`config.mk`:
```
export PLATFORM = sky130hd
export DESIGN_NAME = demux_tdm_b4
export DESIGN_NICKNAME = d
export VERILOG_FILES = /design/src/rtl/demux_tdm_pkg.sv /design/src/rtl/demux_tdm_idle_timer.sv /design/src/rtl/demux_tdm_b4.sv
export SDC_FILE = /design/constraint.sdc
export NUM_CORES = 1
export LEC_CHECK = 0
export CAP_MARGIN = 30
export CORE_MARGIN = 2
export CORE_UTILIZATION = 53
export DETAILED_ROUTE_END_ITERATION = 16
export PLACE_DENSITY = 0.78
export SYNTH_ARGS = -nofsm -noshare
export SYNTH_HDL_FRONTEND = slang
export SYNTH_HIERARCHICAL = 1
export SYNTH_SLANG_ARGS = --single-unit
```
`constraint.sdc`:
```
create_clock -name clk -period 2.8 [get_ports clk]
set_input_delay 0.28 -clock clk [delete_from_list [all_inputs] [get_ports clk]]
set_output_delay 0.28 -clock clk [all_outputs]
set_load 0.005 [all_outputs]
```
`src/rtl/demux_tdm_pkg.sv`:
```
// demux_tdm_pkg: shared types and constants for the TDM nibble demultiplexer.
// Optional feature macro: DEMUX_TDM_CHKSUM_EN adds a fifth XOR-checksum slot
// to every frame and widens the slot index to 3 bits.
package demux_tdm_pkg;

    // Receiver states: waiting for start, collecting slots, publishing a frame.
    typedef enum logic [1:0] {
        ST_IDLE   = 2'd0,
        ST_RECV   = 2'd1,
        ST_COMMIT = 2'd2
    } state_e;

    // Number of data channels carried in every frame.
    localparam int NUM_CH = 4;

`ifdef DEMUX_TDM_CHKSUM_EN
    // Four data slots followed by one checksum slot.
    localparam int NUM_SLOTS = 5;
    localparam int SLOT_W    = 3;
`else
    // Four data slots, no checksum.
    localparam int NUM_SLOTS = 4;
    localparam int SLOT_W    = 2;
`endif

    // Index of a slot within a frame.
    typedef logic [SLOT_W-1:0] slot_idx_t;

    localparam slot_idx_t SLOT_ZERO = slot_idx_t'(0);
    localparam slot_idx_t SLOT_ONE  = slot_idx_t'(1);
    localparam slot_idx_t LAST_SLOT = slot_idx_t'(NUM_SLOTS - 1);

endpackage

```
`src/rtl/demux_tdm_idle_timer.sv`:
```
// demux_tdm_idle_timer: counts idle cycles down from TIMEOUT while a frame is
// being received. clear_i reloads the counter, tick_i consumes one idle cycle,
// and expire_o flags the tick that exhausts the budget. With TIMEOUT=0 the
// counter is not built and expire_o is held low.
module demux_tdm_idle_timer #(
    parameter int TIMEOUT = 16
) (
    input  logic clk,
    input  logic rst_n,
    input  logic clear_i,
    input  logic tick_i,
    output logic expire_o
);

    generate
        if (TIMEOUT > 0) begin : g_timer
            localparam int CNT_W = $clog2(TIMEOUT + 1);
            localparam logic [CNT_W-1:0] CNT_LOAD = CNT_W'(TIMEOUT);
            localparam logic [CNT_W-1:0] CNT_ONE  = CNT_W'(1);
            localparam logic [CNT_W-1:0] CNT_ZERO = CNT_W'(0);

            logic [CNT_W-1:0] cnt_q;
            logic [CNT_W-1:0] cnt_d;

            // Next count: reload on clear, step down on an idle tick, else hold.
            always_comb begin
                cnt_d = cnt_q;
                if (clear_i) begin
                    cnt_d = CNT_LOAD;
                end else if (tick_i && (cnt_q != CNT_ZERO)) begin
                    cnt_d = cnt_q - CNT_ONE;
                end else begin
                    cnt_d = cnt_q;
                end
            end

            // Counter register; reset leaves a full idle budget loaded.
            always_ff @(posedge clk or negedge rst_n) begin
                if (!rst_n) begin
                    cnt_q <= CNT_LOAD;
                end else begin
                    cnt_q <= cnt_d;
                end
            end

            // The tick that sees one remaining idle cycle is the expiring one.
            assign expire_o = tick_i && !clear_i && (cnt_q == CNT_ONE);
        end else begin : g_tieoff
            logic unused_s;
            assign unused_s = clk ^ rst_n ^ clear_i ^ tick_i;
            assign expire_o = 1'b0;
        end
    endgenerate

endmodule

```
`src/rtl/demux_tdm_b4.sv`:
```
// demux_tdm_b4: time-division demultiplexer for a 4-slot nibble frame.
// Slots arrive on din qualified by din_vld after a start strobe; slot k is
// staged in shadow[k] and all four output channels are loaded together in the
// COMMIT cycle that follows acceptance of the last slot. Partial or aborted
// frames never disturb o0..o3.
// Optional feature macro: DEMUX_TDM_CHKSUM_EN (fifth slot = XOR of slots 0..3;
// a mismatch aborts the frame with an err pulse instead of committing).
module demux_tdm_b4
    import demux_tdm_pkg::*;
#(
    parameter int WIDTH   = 4,
    parameter int TIMEOUT = 16
) (
    input  logic             clk,
    input  logic             rst_n,
    input  logic             start,
    input  logic [WIDTH-1:0] din,
    input  logic             din_vld,
    output logic [WIDTH-1:0] o0,
    output logic [WIDTH-1:0] o1,
    output logic [WIDTH-1:0] o2,
    output logic [WIDTH-1:0] o3,
    output slot_idx_t        s,
    output logic             busy,
    output logic             frame_vld,
    output logic             err
);

    localparam logic [WIDTH-1:0] DATA_ZERO = {WIDTH{1'b0}};

    // XOR fold of the four staged data slots, used as the frame checksum.
    function automatic logic [WIDTH-1:0] xor_fold(
        input logic [WIDTH-1:0] a,
        input logic [WIDTH-1:0] b,
        input logic [WIDTH-1:0] c,
        input logic [WIDTH-1:0] d
    );
        return a ^ b ^ c ^ d;
    endfunction

    state_e           state_q;
    slot_idx_t        s_q;
    slot_idx_t        s_inc_d;
    logic             busy_q;
    logic             frame_vld_q;
    logic             err_q;
    logic [WIDTH-1:0] shadow_q [NUM_CH];
    logic [WIDTH-1:0] out_q    [NUM_CH];

    logic [1:0]       wr_idx_s;
    logic             last_slot_s;
    logic             chk_slot_s;
    logic             chk_ok_s;
    logic             tmr_clear_s;
    logic             tmr_tick_s;
    logic             tmr_expire_s;

    // Slot bookkeeping: where the next data slot lands and whether the
    // current slot closes the frame (and, with a checksum, whether it matches).
    always_comb begin
        wr_idx_s    = s_q[1:0];
        last_slot_s = (s_q == LAST_SLOT);
        s_inc_d     = s_q + SLOT_ONE;
`ifdef DEMUX_TDM_CHKSUM_EN
        chk_slot_s  = last_slot_s;
        chk_ok_s    = (din == xor_fold(shadow_q[0], shadow_q[1],
                                       shadow_q[2], shadow_q[3]));
`else
        chk_slot_s  = 1'b0;
        chk_ok_s    = 1'b1;
`endif
    end

    // Idle timer control: only plain non-valid RECV cycles consume budget;
    // leaving RECV, a restart or any accepted slot refills it.
    always_comb begin
        tmr_clear_s = (state_q != ST_RECV) || start || din_vld;
        tmr_tick_s  = (state_q == ST_RECV) && !start && !din_vld;
    end

    demux_tdm_idle_timer #(
        .TIMEOUT (TIMEOUT)
    ) u_idle_timer (
        .clk      (clk),
        .rst_n    (rst_n),
        .clear_i  (tmr_clear_s),
        .tick_i   (tmr_tick_s),
        .expire_o (tmr_expire_s)
    );

    // Frame FSM with registered outputs, staging registers and channel outputs.
    always_ff @(posedge clk or negedge rst_n) begin
        if (!rst_n) begin
            state_q     <= ST_IDLE;
            s_q         <= SLOT_ZERO;
            busy_q      <= 1'b0;
            frame_vld_q <= 1'b0;
            err_q       <= 1'b0;
            for (int i = 0; i < NUM_CH; i++) begin
                shadow_q[i] <= DATA_ZERO;
                out_q[i]    <= DATA_ZERO;
            end
        end else begin
            frame_vld_q <= 1'b0;
            err_q       <= 1'b0;
            case (state_q)
                ST_IDLE: begin
                    if (start) begin
                        // New frame; a slot on the same cycle is slot 0.
                        state_q <= ST_RECV;
                        busy_q  <= 1'b1;
                        s_q     <= din_vld ? SLOT_ONE : SLOT_ZERO;
                        if (din_vld) begin
                            shadow_q[0] <= din;
                        end
                    end else begin
                        state_q <= ST_IDLE;
                        busy_q  <= 1'b0;
                        s_q     <= SLOT_ZERO;
                    end
                end

                ST_RECV: begin
                    if (start) begin
                        // Silent restart: drop the partial frame, begin anew.
                        state_q <= ST_RECV;
                        busy_q  <= 1'b1;
                        s_q     <= din_vld ? SLOT_ONE : SLOT_ZERO;
                        if (din_vld) begin
                            shadow_q[0] <= din;
                        end
                    end else if (din_vld) begin
                        if (!chk_slot_s) begin
                            shadow_q[wr_idx_s] <= din;
                        end
                        if (last_slot_s) begin
                            s_q <= SLOT_ZERO;
                            if (chk_ok_s) begin
                                state_q <= ST_COMMIT;
                                busy_q  <= 1'b1;
                            end else begin
                                state_q <= ST_IDLE;
                                busy_q  <= 1'b0;
                                err_q   <= 1'b1;
                            end
                        end else begin
                            s_q <= s_inc_d;
                        end
                    end else if (tmr_expire_s) begin
                        // Link went quiet for too long: abandon the frame.
                        state_q <= ST_IDLE;
                        busy_q  <= 1'b0;
                        s_q     <= SLOT_ZERO;
                        err_q   <= 1'b1;
                    end else begin
                        state_q <= ST_RECV;
                    end
                end

                ST_COMMIT: begin
                    // Publish all channels at once; shadow reads see old data
                    // even if slot 0 of the next frame is captured now.
                    for (int i = 0; i < NUM_CH; i++) begin
                        out_q[i] <= shadow_q[i];
                    end
                    frame_vld_q <= 1'b1;
                    if (start) begin
                        state_q <= ST_RECV;
                        busy_q  <= 1'b1;
                        s_q     <= din_vld ? SLOT_ONE : SLOT_ZERO;
                        if (din_vld) begin
                            shadow_q[0] <= din;
                        end
                    end else begin
                        state_q <= ST_IDLE;
                        busy_q  <= 1'b0;
                        s_q     <= SLOT_ZERO;
                    end
                end

                default: begin
                    state_q <= ST_IDLE;
                    busy_q  <= 1'b0;
                    s_q     <= SLOT_ZERO;
                end
            endcase
        end
    end

    assign o0        = out_q[0];
    assign o1        = out_q[1];
    assign o2        = out_q[2];
    assign o3        = out_q[3];
    assign s         = s_q;
    assign busy      = busy_q;
    assign frame_vld = frame_vld_q;
    assign err       = err_q;

endmodule

```
Yosys cells after proc, flatten, opt, wreduce, memory -nomap -nowiden

Cells that the tools add are included.

Eq/ne operators: 9
Bitwise operators: 2
Add/sub/neg operators: 2
Magnitude comparators: 2
Muxes and demuxes: 34
Reduce and logical (&&, ||, !) cells: 19

Operators by type and width:

| cell                                                                  | count |
|---|---|
| 16-bit bitwise mux                                                    | 1 |
| 16-bit two-way mux                                                    | 1 |
| 4-bit two-way mux                                                     | 4 |
| 1-bit two-way mux                                                     | 14 |
| 2-bit two-way mux                                                     | 7 |
| 5-bit two-way mux                                                     | 2 |
| 4-bit demux with 2-bit select                                         | 1 |
| 4-bit != test, second input constant                                  | 2 |
| 2-bit case mux with 2 select lines                                    | 2 |
| 4-bit case mux with 2 select lines                                    | 1 |
| 1-bit logical AND                                                     | 6 |
| 3-bit AND reduction                                                   | 2 |
| 5-bit by 1-bit equality test with 1-bit output, second input constant | 1 |
| 5-bit nonzero test                                                    | 1 |
| 5-bit by 1-bit subtractor with 5-bit output, second input constant    | 1 |
| 2-bit equality test, second input constant                            | 2 |
| 2-bit by 1-bit != test with 1-bit output, second input constant       | 2 |
| 2-bit nonzero test                                                    | 2 |
| 3-bit >= comparator, second input constant                            | 1 |
| 1-bit logical NOT                                                     | 3 |
| 3-bit by 1-bit < comparator with 1-bit output, second input constant  | 1 |
| 3-bit != test, second input constant                                  | 1 |
| 2-bit NOT with 3-bit output                                           | 1 |
| 2-bit by 1-bit adder with 2-bit output, second input constant         | 1 |
| other kinds (7)                                                       | 8 |

Input port bits: 8
Register bits: 44
Word-level logic and storage cells: 82

Logic depth before layout (Yosys ltp)

Gate-level depths: netlist (run 1).

Word-level depth: 10
Depth in mapped cells: 9

Hierarchy

Netlist (run 1), hierarchy kept.

By module, submodules not included:

| module               | times used | sequential area each (um^2) | cells each | area an instance (um^2) |
|---|---|---|---|---|
| demux_tdm_b4         | 1          | 975.9                       | 119        | 1646.6 |
| demux_tdm_idle_timer | 1          | 126.4                       | 29         | 290.3 |

Least setup slack after synthesis (run 1)

Ideal clock, no wire load.

Path kind: register to register
From: reg state_q[0]
To: reg u_idle_timer.g_timer.cnt_q[3]
Cell stages (with the launch flop): 8
Data arrival time: 2.089 ns
Required time: 2.727 ns
Setup slack: 0.638 ns
Cell sequence: dfrtp_1 buf_6 or3b_4 or2_4 inv_1 or4b_1 a211o_1 a21oi_2

Elaborated cells on any way between the ends: 9

RTL lines:

| element                                                 | RTL line                   | source |
|---|---|---|
| from (decl)                                             | demux_tdm_b4.sv:41         | `state_e state_q;` |
| from (signal assigned)                                  | demux_tdm_b4.sv:94         | `state_q <= ST_IDLE;` |
| from (signal assigned)                                  | demux_tdm_b4.sv:110        | `state_q <= ST_RECV;` |
| from (signal assigned)                                  | demux_tdm_b4.sv:117        | `state_q <= ST_IDLE;` |
| 2-bit by 1-bit != test with 1-bit output *              | demux_tdm_b4.sv:77         | `tmr_clear_s = (state_q != ST_RECV) \|\| start \|\| din_vld;` |
| 1-bit logical OR * (2 in a row)                         | demux_tdm_b4.sv:77         |  |
| named net tmr_clear_s                                   | demux_tdm_b4.sv:54         | `logic tmr_clear_s;` |
| 5-bit two-way mux or 2-bit nonzero test (tied branches) | --                         |  |
| to (signal assigned)                                    | demux_tdm_idle_timer.sv:42 | `cnt_q <= cnt_d;` |
| to (decl)                                               | demux_tdm_idle_timer.sv:22 | `logic [CNT_W-1:0] cnt_q;` |

The timed path passes the listed nets; every way through them passes the cells marked *.
A chain may end at the register's enable or synchronous reset.

Final worst setup path (run 1)

From: reg state_q[0]
To: reg busy_q, in the netlist busy

Longest elaborated chain between the ends: 8
Elaborated cells on any way between the ends: 16

Ends and longest elaborated chain:

| element                                  | RTL line                   | source |
|---|---|---|
| 2-bit by 1-bit != test with 1-bit output | demux_tdm_b4.sv:77         |  |
| 1-bit logical OR (2 in a row)            | demux_tdm_b4.sv:77         |  |
| named net tmr_clear_s                    | demux_tdm_b4.sv:54         |  |
| 1-bit logical NOT                        | demux_tdm_idle_timer.sv:47 | `assign expire_o = tick_i && !clear_i && (cnt_q == CNT_ONE);` |
| 1-bit logical AND (2 in a row)           | demux_tdm_idle_timer.sv:47 |  |
| named net tmr_expire_s                   | demux_tdm_b4.sv:56         | `logic tmr_expire_s;` |
| 4-bit != test (no source line)           | --                         |  |
| 2-bit AND reduction (no source line)     | --                         |  |
| to (signal assigned)                     | demux_tdm_b4.sv:96         | `busy_q <= 1'b0;` |
| to (signal assigned)                     | demux_tdm_b4.sv:111        | `busy_q <= 1'b1;` |
| to (signal assigned)                     | demux_tdm_b4.sv:118        | `busy_q <= 1'b0;` |
| to (decl)                                | demux_tdm_b4.sv:44         | `logic busy_q;` |

The timed path passes the listed nets, and every way through them passes these cells.

==> flow_summary.yaml, run 1 <==
run_status:
  run_status: "completed"
grt:
  grt-busiest-layer: "met2"
  groute.layer.met1.usage_pct: 24.79
  first_pass_grt_wire_length_um: 6023
  grt_util_met3_pct: 5.035
  grt_overflow_total: 0
  grt_use_met2_pct: 30.47
  number_of_antenna_violations_at_the_first_check_in_global_routing: 0
  grt.total_usage_pct: 19.18
  grt_start_max_net_pins: 45
  vias_in_the_first_global_route: 1280
cts:
  cts_tree: "done"
  ctsRootBufferMaster: "clkbuf_4"
  clk_path_buf_depth: 2
  htree_levels: 2
  post_cts_resize_count: 0
  worst_skew_pair.late_latency_ns: 0.36
  post_cts.repair.setup_buffers: 0
  clock-sinks: 44
  cts-buffers-inserted: 5
  clkTransAtPathRegs_ns: 0.13
  post_cts_hold_buffer_count: 0
timing:
  setup_viol: 0
  setup_tns_ns: 0
  post-route-period-util_pct: 87.66
  rsz0062_at_grt: "false"
  relSlewSlack_pct: 38.17
  fmax_mhz: 407.4
  hold_violations: 0
  post-route-min-period_ns: 2.454
  worst_pin_slew_ns: 0.9275
  timing.clock.skew_ns: 0.008406
  report.final.slew_viol_count: 0
pwr:
  power.share.combinational_pct: 15.2
  total_power_mw: 1.415
  total_leakage_power_nw: 1.080
  power.clock.fraction_pct: 29.6
  netSwitchingFraction_pct: 24.59
  p_switching_mw: 0.3480
  p_per_area_mw_per_mm2: 603.0
  power_report.internal_total_mw: 1.067
  power.ir.vdd_worst_uv: 511.1
  sequentialPowerShare_pct: 55.3
floorplanning:
  floorplan.initialDensity_pct: 56.70
  placement_rows: 21
  floorplan.core_area_mm2: 0.003416
  dieHeight_um: 64.45
  number_of_top_level_pins: 29
  die_area_mm2: 0.004154
  fp.dieW_um: 64.45
synthesis:
  post_synth_instance_area_mm2: 0.001937
  post_synthesis_net_count: 162
  seq_area_frac_synth_pct: 56.91
  syn_area_per_cell_um2: 13.09
  synth.area.top_cells: "dfrtp_1 56%, mux2_2 16%, ha_1 3.9%"
  yosys.area.top_type_share_pct: 55.56
  syn-instance-count: 148
  synth_cell_types: 40
  ys_ff_latch: 44
  synthesis.yosys.warnings: 6
  synth_largest_area_cell: "dfrtp_1"
drt:
  drc_errors: 0
  detail_route.iter0.violations: 71
  avgRoutedWirePerCell_um: 15.80
  via_count: 1255
  drt-pass1-iter-count: 4
  post_route_wl_um: 3602
  drt.antenna.violating_nets: 0
  detail_route.vias_per_cell: 5.504
critical_path:
  path_class: "reg -> reg"
  start_kind: "flop"
  worst_r2r_endpoint: "busy"
  cell_with_the_largest_stage_delay_on_the_worst_path: "dfrtp_1"
  critical_path_arrival_ns: 2.70
  worstPathBufferInverterCount: 1
  critical_path.max_fanout: 10
  path_delay_family: "simple AND/OR/NAND/NOR gates"
  critical_path.endpoint_type: "flop"
  r2r.worst_path.cells: 8
  worst_ep_required_time_ns: 3.05
  rrSetupSlack_ns: 0.35
  crit_chain: "or3b_4 -> or2_4 -> inv_1 -> nand4b_1 -> nor3_1 -> nand2b_1 -> a21boi_0 -> o21ai_0"
  slowest_delay_ns: 0.51
  timing.rr.start: "state_q[0]"
placement:
  gp_congestion: 0.8270
  io_buffers: 28
  placed_area_mm2: 0.002257
  hpwlAfterDp_um: 2572
final_layout:
  final_nets: 195
  syn2layout_area_growth_pct: 21.19
  layout_cell_share_with_drive_strength_beyond_1_pct: 26.37
  fin_area_mm2: 0.002347
  postLayoutCoreUtil_pct: 68.72
  final_antenna_diode_count: 0
min_path:
  hold_path.class: "in -> async"
run:
  timing.max_cap.violations: 0
[worst reg2reg max path, delay by kind of cell (launching register included)]
kind	cells	cell delay, ns
buffers and inverters	1	0.19
AO/OA/AOI/OAI	2	0.27
AND/OR/NAND/NOR	5	1.38
flip-flops	1	0.51
[synthesized netlist by cell type (all sizes together)]
| master | number |
|---|---|
| and4bb | 1 |
| nor2 | 4 |
| mux2 | 28 |
| o22a | 4 |
| and3 | 1 |
| or3 | 1 |
| o21ai | 1 |
| o211ai | 1 |
| nand3 | 1 |
| nor3b | 1 |
| dfstp | 1 |
| dfrtp | 43 |
| clkbuf | 1 |
| a21oi | 11 |
| inv | 6 |
| and2b | 1 |
| nand2 | 11 |
| a31oi | 1 |
| and2 | 1 |
| nor2b | 5 |
| or4b | 2 |
| a211o | 1 |
| a311oi | 1 |
| nor3 | 1 |
| a21o | 2 |
| nand2b | 2 |
| or3b | 1 |
| ha | 6 |
| nand4b | 1 |
| o31ai | 1 |
| or2 | 1 |
| a21boi | 1 |
| buf | 3 |
| o32ai | 1 |
[layout by cell type (no fill, tap or decap), types with 2 or more instances in the layout]
cell	n
a21oi_1	10
buf_4	2
clkbuf_4	5
clkdlybuf4s50_1	27
dfrtp_1	43
ha_1	6
inv_1	6
mux2_2	28
nand2_1	11
nand2b_1	2
nor2_1	3
nor2b_1	5
o22a_1	4
[cells by family after synthesis]
kind of cell / Yosys count / synth area share [%]
flops: 44 / 56.91
simple gates: 35 / 11.18
mux: 28 / 16.28
compound gates: 25 / 9.174
buf+inv: 10 / 2.584
fa+ha+maj: 6 / 3.876
[sequential cells by signal, indices dropped and copies added (netlist names)]
name                        count
u_idle_timer/g_timer.cnt_q      5
o0                              4
shadow_q                       16
state_q                         2
err                             1
frame_vld                       1
o1                              4
s                               2
busy                            1
o2                              4
o3                              4
[how the worst max path moves through the flow]
stage,cells after the start,slack [ns],to,start
2_1_floorplan,7,0.64,u_idle_timer/g_timer.cnt_q[3],state_q[0]
3_3_place_gp,9,0.25,busy,start
3_5_place_dp,9,0.17,busy,start
4_1_cts,8,0.39,busy,state_q[0]
5_1_grt,8,0.22,state_q[0],state_q[0]
6_report,8,0.35,busy,state_q[0]
[cell type report]
cell class	instances	area [µm²]
Multi-Input combinational cell	94	784.5
Clock buffer	6	51.30
Sequential cell	44	1102
Timing Repair Buffer	30	290.3
Tap cell	46	57.56
Fill cell	247	1069
Inverter	6	22.52
Clock inverter	2	38.79
[stage by stage]
stage / hold WS [ns] / setup WS (ns) / std cells
finish: 0.04318 / 0.3455 / 228
global route: 0.1097 / 0.2232 / 228
CTS: 0.07420 / 0.3870 / 228
detailed placement: 0.4788 / 0.1714 / 220
global placement: 0.4584 / 0.2534 / 220
floorplan: -0.01559 / 0.6380 / 148
[layer usage]
metal	wire length [µm]	vias up
li1	-	590
met1	1622	626
met2	1794	30
met3	113	9
met4	73	0
met5	0	-
[power by group through the flow]
stage               clock [mW]  combinational (mW)  sequential [mW]
global route             0.459               0.242            0.793
detailed placement           0               0.217            0.795
global placement             0               0.204            0.787
floorplan                    0               0.142            0.777
CTS                      0.428               0.219            0.782
finish                   0.418               0.215            0.782
Power figures use the tool's default switching activity.
==> inputs of run 2 (changes only) <==
Settings changed: GPL_ROUTABILITY_DRIVEN from default to 1.
==> results of run 2 <==
Same layout as run 1: the final DEF is identical, and so are final timing and power.
